`src/rtl/vga_sram_pkg.sv`:
```
// rtl/vga_sram_pkg.sv - shared state/owner encodings and default starve limit for the VGA/CPU SRAM arbiter
package vga_sram_pkg;

  localparam int STARVE_LIMIT_DEFAULT = 4;

  typedef enum logic [1:0] {
    IDLE  = 2'd0,
    ISSUE = 2'd1,
    WAIT  = 2'd2,
    DONE  = 2'd3
  } state_t;

  typedef enum logic [1:0] {
    NONE = 2'd0,
    VGA  = 2'd1,
    CPU  = 2'd2
  } owner_t;

endpackage

```
`src/rtl/vga_sram_arbiter.sv`:
```
// rtl/vga_sram_arbiter.sv - single-port SRAM arbiter, VGA reads over CPU reads/writes
// Optional CPU anti-starvation counter enabled by macro VGA_ARB_STARVE_GUARD_EN.
module vga_sram_arbiter
  import vga_sram_pkg::*;
#(
  parameter int STARVE_LIMIT = STARVE_LIMIT_DEFAULT
) (
  input  logic        clk,
  input  logic        nrst,
  input  logic        vga_req,
  input  logic [31:0] vga_addr,
  input  logic        cpu_req,
  input  logic        cpu_wen,
  input  logic [31:0] cpu_addr,
  input  logic [31:0] cpu_wdata,
  input  logic [3:0]  cpu_sel,
  input  logic        sram_busy,
  input  logic [31:0] sram_rdata,
  output logic        sram_read,
  output logic        sram_write,
  output logic [31:0] sram_addr,
  output logic [31:0] sram_wdata,
  output logic [3:0]  sram_sel,
  output logic        vga_ack,
  output logic [31:0] vga_rdata,
  output logic        cpu_ack,
  output logic [31:0] cpu_rdata,
  output logic [1:0]  owner
);

  state_t      state_q, state_d;
  owner_t      owner_q, owner_d;
  owner_t      grant;
  logic        starve;
  logic [31:0] addr_q, addr_d;
  logic [31:0] wdata_q, wdata_d;
  logic [3:0]  sel_q, sel_d;
  logic        wen_q, wen_d;
  logic        sram_read_q, sram_read_d;
  logic        sram_write_q, sram_write_d;
  logic        vga_ack_q, vga_ack_d;
  logic        cpu_ack_q, cpu_ack_d;
  logic [31:0] vga_rdata_q, vga_rdata_d;
  logic [31:0] cpu_rdata_q, cpu_rdata_d;

  // VGA has priority unless the CPU has been passed over too many times.
  function automatic owner_t arb_pick(input logic v_req, input logic c_req, input logic c_starved);
    owner_t pick;
    pick = NONE;
    if (c_req && (c_starved || !v_req)) begin
      pick = CPU;
    end else if (v_req) begin
      pick = VGA;
    end
    return pick;
  endfunction

  always_comb begin
    grant = NONE;
    grant = arb_pick(vga_req, cpu_req, starve);
  end

`ifdef VGA_ARB_STARVE_GUARD_EN
  localparam int CNT_W = $clog2(STARVE_LIMIT + 1);
  logic [CNT_W-1:0] starve_cnt_q, starve_cnt_d;

  assign starve = cpu_req && (starve_cnt_q == CNT_W'(STARVE_LIMIT));

  always_comb begin
    starve_cnt_d = starve_cnt_q;
    if (state_q == IDLE) begin
      if (grant == CPU) begin
        starve_cnt_d = '0;
      end else if ((grant == VGA) && cpu_req && (starve_cnt_q != CNT_W'(STARVE_LIMIT))) begin
        starve_cnt_d = starve_cnt_q + 1'b1;
      end
    end
  end

  always_ff @(posedge clk) begin
    if (!nrst) begin
      starve_cnt_q <= '0;
    end else begin
      starve_cnt_q <= starve_cnt_d;
    end
  end
`else
  assign starve = 1'b0;
`endif

  always_comb begin
    state_d      = state_q;
    owner_d      = owner_q;
    addr_d       = addr_q;
    wdata_d      = wdata_q;
    sel_d        = sel_q;
    wen_d        = wen_q;
    sram_read_d  = 1'b0;
    sram_write_d = 1'b0;
    vga_ack_d    = 1'b0;
    cpu_ack_d    = 1'b0;
    vga_rdata_d  = vga_rdata_q;
    cpu_rdata_d  = cpu_rdata_q;

    case (state_q)
      IDLE: begin
        if (grant == VGA) begin
          owner_d     = VGA;
          addr_d      = vga_addr;
          wdata_d     = '0;
          sel_d       = 4'b1111;
          wen_d       = 1'b0;
          sram_read_d = 1'b1;
          state_d     = ISSUE;
        end else if (grant == CPU) begin
          owner_d      = CPU;
          addr_d       = cpu_addr;
          wdata_d      = cpu_wdata;
          sel_d        = cpu_sel;
          wen_d        = cpu_wen;
          sram_read_d  = !cpu_wen;
          sram_write_d = cpu_wen;
          state_d      = ISSUE;
        end
      end
      ISSUE: begin
        state_d = WAIT;
      end
      WAIT: begin
        // Ack and read data are registered together so they appear in DONE.
        if (!sram_busy) begin
          if (owner_q == VGA) begin
            vga_rdata_d = sram_rdata;
            vga_ack_d   = 1'b1;
          end else begin
            if (!wen_q) begin
              cpu_rdata_d = sram_rdata;
            end
            cpu_ack_d = 1'b1;
          end
          state_d = DONE;
        end
      end
      DONE: begin
        owner_d = NONE;
        state_d = IDLE;
      end
      default: begin
        state_d = IDLE;
      end
    endcase
  end

  always_ff @(posedge clk) begin
    if (!nrst) begin
      state_q      <= IDLE;
      owner_q      <= NONE;
      addr_q       <= '0;
      wdata_q      <= '0;
      sel_q        <= '0;
      wen_q        <= 1'b0;
      sram_read_q  <= 1'b0;
      sram_write_q <= 1'b0;
      vga_ack_q    <= 1'b0;
      cpu_ack_q    <= 1'b0;
      vga_rdata_q  <= '0;
      cpu_rdata_q  <= '0;
    end else begin
      state_q      <= state_d;
      owner_q      <= owner_d;
      addr_q       <= addr_d;
      wdata_q      <= wdata_d;
      sel_q        <= sel_d;
      wen_q        <= wen_d;
      sram_read_q  <= sram_read_d;
      sram_write_q <= sram_write_d;
      vga_ack_q    <= vga_ack_d;
      cpu_ack_q    <= cpu_ack_d;
      vga_rdata_q  <= vga_rdata_d;
      cpu_rdata_q  <= cpu_rdata_d;
    end
  end

  assign sram_read  = sram_read_q;
  assign sram_write = sram_write_q;
  assign sram_addr  = addr_q;
  assign sram_wdata = wdata_q;
  assign sram_sel   = sel_q;
  assign vga_ack    = vga_ack_q;
  assign vga_rdata  = vga_rdata_q;
  assign cpu_ack    = cpu_ack_q;
  assign cpu_rdata  = cpu_rdata_q;
  assign owner      = owner_q;

endmodule

```
`config.mk`:
```
export PLATFORM = sky130hd
export DESIGN_NAME = vga_sram_arbiter
export DESIGN_NICKNAME = d
export VERILOG_FILES = /design/src/rtl/vga_sram_pkg.sv /design/src/rtl/vga_sram_arbiter.sv
export SDC_FILE = /design/constraint.sdc
export NUM_CORES = 1
export LEC_CHECK = 0
export ABC_CLOCK_PERIOD_IN_PS = 4400
export CAP_MARGIN = 30
export CORE_ASPECT_RATIO = 0.9
export CORE_MARGIN = 2
export CORE_UTILIZATION = 39
export DETAILED_ROUTE_END_ITERATION = 10
export PLACE_DENSITY_LB_ADDON = 0.05
export SLEW_MARGIN = 25
export SYNTH_ARGS = -nofsm -noshare
export SYNTH_HDL_FRONTEND = slang
export SYNTH_SLANG_ARGS = --single-unit
```
`constraint.sdc`:
```
create_clock -name clk -period 4.4 [get_ports clk]
set_input_delay 0.44 -clock clk [delete_from_list [all_inputs] [get_ports clk]]
set_output_delay 0.44 -clock clk [all_outputs]
set_load 0.1 [all_outputs]
```
==> impl_metrics.toml <==
[worst_setup_path]
worstPathCellList = "clkdlybuf4s50_1"
cp.depth = 1
crit_path_max_fanout = 6
crit_slowest_cell = "clkdlybuf4s50_1"
r2r-end = "vga_rdata[7]"
crit_end = "owner[1]"
path_class = "flip-flop to primary output"
crit_path_start_kind = "flip-flop"
end_kind = "primary output"
rr_worst_depth = 6
arrival_ns = 2.13
reg2reg_from = "state_q[0]"
crit_family = "buffers and inverters"
worstSetupStartpoint = "owner[1]"
ff2ff_setup_slack_ns = 2.27
critPathBufInv = 1
slowest_delay_ns = 1.24
worstPathRequired_ns = 3.96

[floorplanning]
die_w_um = 131
pin_count = 276
rows = 41
coreArea_um2 = 14100
die_area_um2 = 15500
die_h_um = 118
initial_core_util_pct = 40.0

[cells_and_area]
final_cell_mix = "clkdlybuf4s50_1 (273), nand2_1 (163), dfxtp_1 (141), mux2i_1 (66)"
syn_to_final_growth_pct = 60.6
stdcell_count = 1042
layout_commonest_cell = "clkdlybuf4s50_1"
final_nets = 980
drive_gt1_share_pct = 6.01
antenna_cells = 0

[global_route]
grt_pass1_wl_um = 24800
antenna_found_initial = 0
grt_overflow_total = 0
grt_max_degree = 72
track_usage_pct = 20.5
grt_pass1_vias = 4978

[clock_tree]
cts_resized = 0
htreeDepth = 4
post_cts_buffers = 0
cts_tree = "yes"
clock_path_buffers = 2
clk_latency_ns = 0.42
cts_root_buffer = "clkbuf_16"
clock-sinks = 141
numCtsBuffers = 17
clkSlewWorstSetupHoldPaths_ns = 0.06
postCtsHoldBufs = 0

[logic_synthesis]
ys_ff_latch = 141
postSynthCellCount = 583
yosysUniqueCellTypes = 32
synth_warnings = 0
synth_edf_count = 0
syn-num-nets = 726
syn_area_per_cell_um2 = 9.68
synth_top_flop_cell = "dfxtp_1"
async_flop_share_pct = 0
syn-cell-area_um2 = 5650
ys_seq_area_share_pct = 50.0

[sta]
fmax_mhz = 390
fin_tns_setup_ns = 0
rsz0062_at_grt = "false"
fin_skew_ns = 0.0107
finalHoldViolCount = 0
report.final.slew_viol_count = 0
worstMarginPinSlew_ns = 1.04
fin_hold_ws_ns = 0.453
maxSlewHeadroom_pct = 30.3
layout_setup_ws_ns = 1.83
min_period_ns = 2.57
finalSetupViolCount = 0
period_share_pct = 58.3

[power]
ir_drop_v = 0.000395
leakagePower_nw = 3.58
power.density_nw_per_um2 = 582

[run_status]
status = "finished, final reports clean"

[route]
drc_errors = 0
ant_nets = 0
wl_per_cell_um = 15.3
drt_iter0_drc = 246
firstDrtPassIters = 6
wl_um = 16000
dr_total_vias = 5053
avgViaCountPerCell = 4.85

[hold_path]
holdCritPathClass = "flip-flop to flip-flop"

[place]
dp_cells = 1011
dp_hpwl_um = 11500
dp_slack_ns = 1.94
io_buffers = 275
gp_congestion = 0.762

[run]
cap_viol_max_count = 0
[kinds of logic after synthesis]
| group | Yosys count | share of synthesized area [%] |
|---|---|---|
| fa+ha+maj | 5 | 1.11 |
| flops | 141 | 50.0 |
| compound gates | 108 | 16.1 |
| buf+inv | 52 | 4.43 |
| mux | 66 | 11.7 |
| simple gates | 211 | 16.7 |
[metal layers]
metal  part of all wire (%)  GRT usage, %
met5                      0             0
met4                    2.1          7.71
met3                    8.2          8.15
met2                     49          35.0
met1                     41          22.7
[flip-flops by register name (all words and copies together), names as in the netlist, 2 cells and up]
register / flops
sram_wdata: 32
cpu_rdata: 32
sram_sel: 4
owner: 2
state_q: 2
vga_rdata: 32
sram_addr: 32
[tightest hold or removal path: cells and delay by family (launching register included)]
family        cells  cell delay [ns]
mux               1             0.05
flops             1             0.31
simple gates      1             0.05
[worst min-delay path by stage]
stage                  start            end  slack (ns)  cells after the start
2_1_floorplan     state_q[0]     state_q[0]        0.45                      2
3_5_place_dp   cpu_rdata[27]  cpu_rdata[27]        0.45                      2
6_report        cpu_rdata[0]   cpu_rdata[0]        0.45                      2
3_3_place_gp   cpu_rdata[22]  cpu_rdata[22]        0.44                      2
5_1_grt        cpu_rdata[25]  cpu_rdata[25]        0.47                      2
4_1_cts         cpu_rdata[0]   cpu_rdata[0]        0.46                      2
[cell type report]
type	count	area, um2
Inverter	4	15.0
Fill cell	1121	5040
Clock inverter	10	115
Clock buffer	21	470
Multi-Input combinational cell	390	2600
Sequential cell	141	2820
Tap cell	193	241
Timing Repair Buffer	283	2810
[Yosys cell counts (3+ instances only)]
library cell	number	area [um2]
o211a_1	32	320
nand2_1	163	612
nor2_1	3	11.3
o221a_2	4	45.0
dfxtp_1	141	2820
clkbuf_1	19	71.3
nor2b_1	34	213
a21boi_1	9	67.6
inv_1	4	15.0
buf_6	3	33.8
mux2i_1	66	661
ha_1	5	62.6
a21boi_0	23	173
buf_2	20	100
buf_1	4	15.0
a22oi_1	34	255
[per-stage QoR]
step	utilization (%)	cell area (um2)	power [mW]
2_1_floorplan	-	5650	3.32
3_3_place_gp	60.1	8470	3.88
3_5_place_dp	60.1	8480	3.90
4_1_cts	64.3	9070	5.33
5_1_grt	64.3	9070	5.49
6_report	64.3	9070	5.28
[power breakdown]
part	total (mW)	internal, mW	switching, mW
registers	1.56	1.46	0.103
clock network	1.41	0.874	0.532
logic	2.31	0.618	1.69
Note: power is estimated with default switching activity, not from simulation.
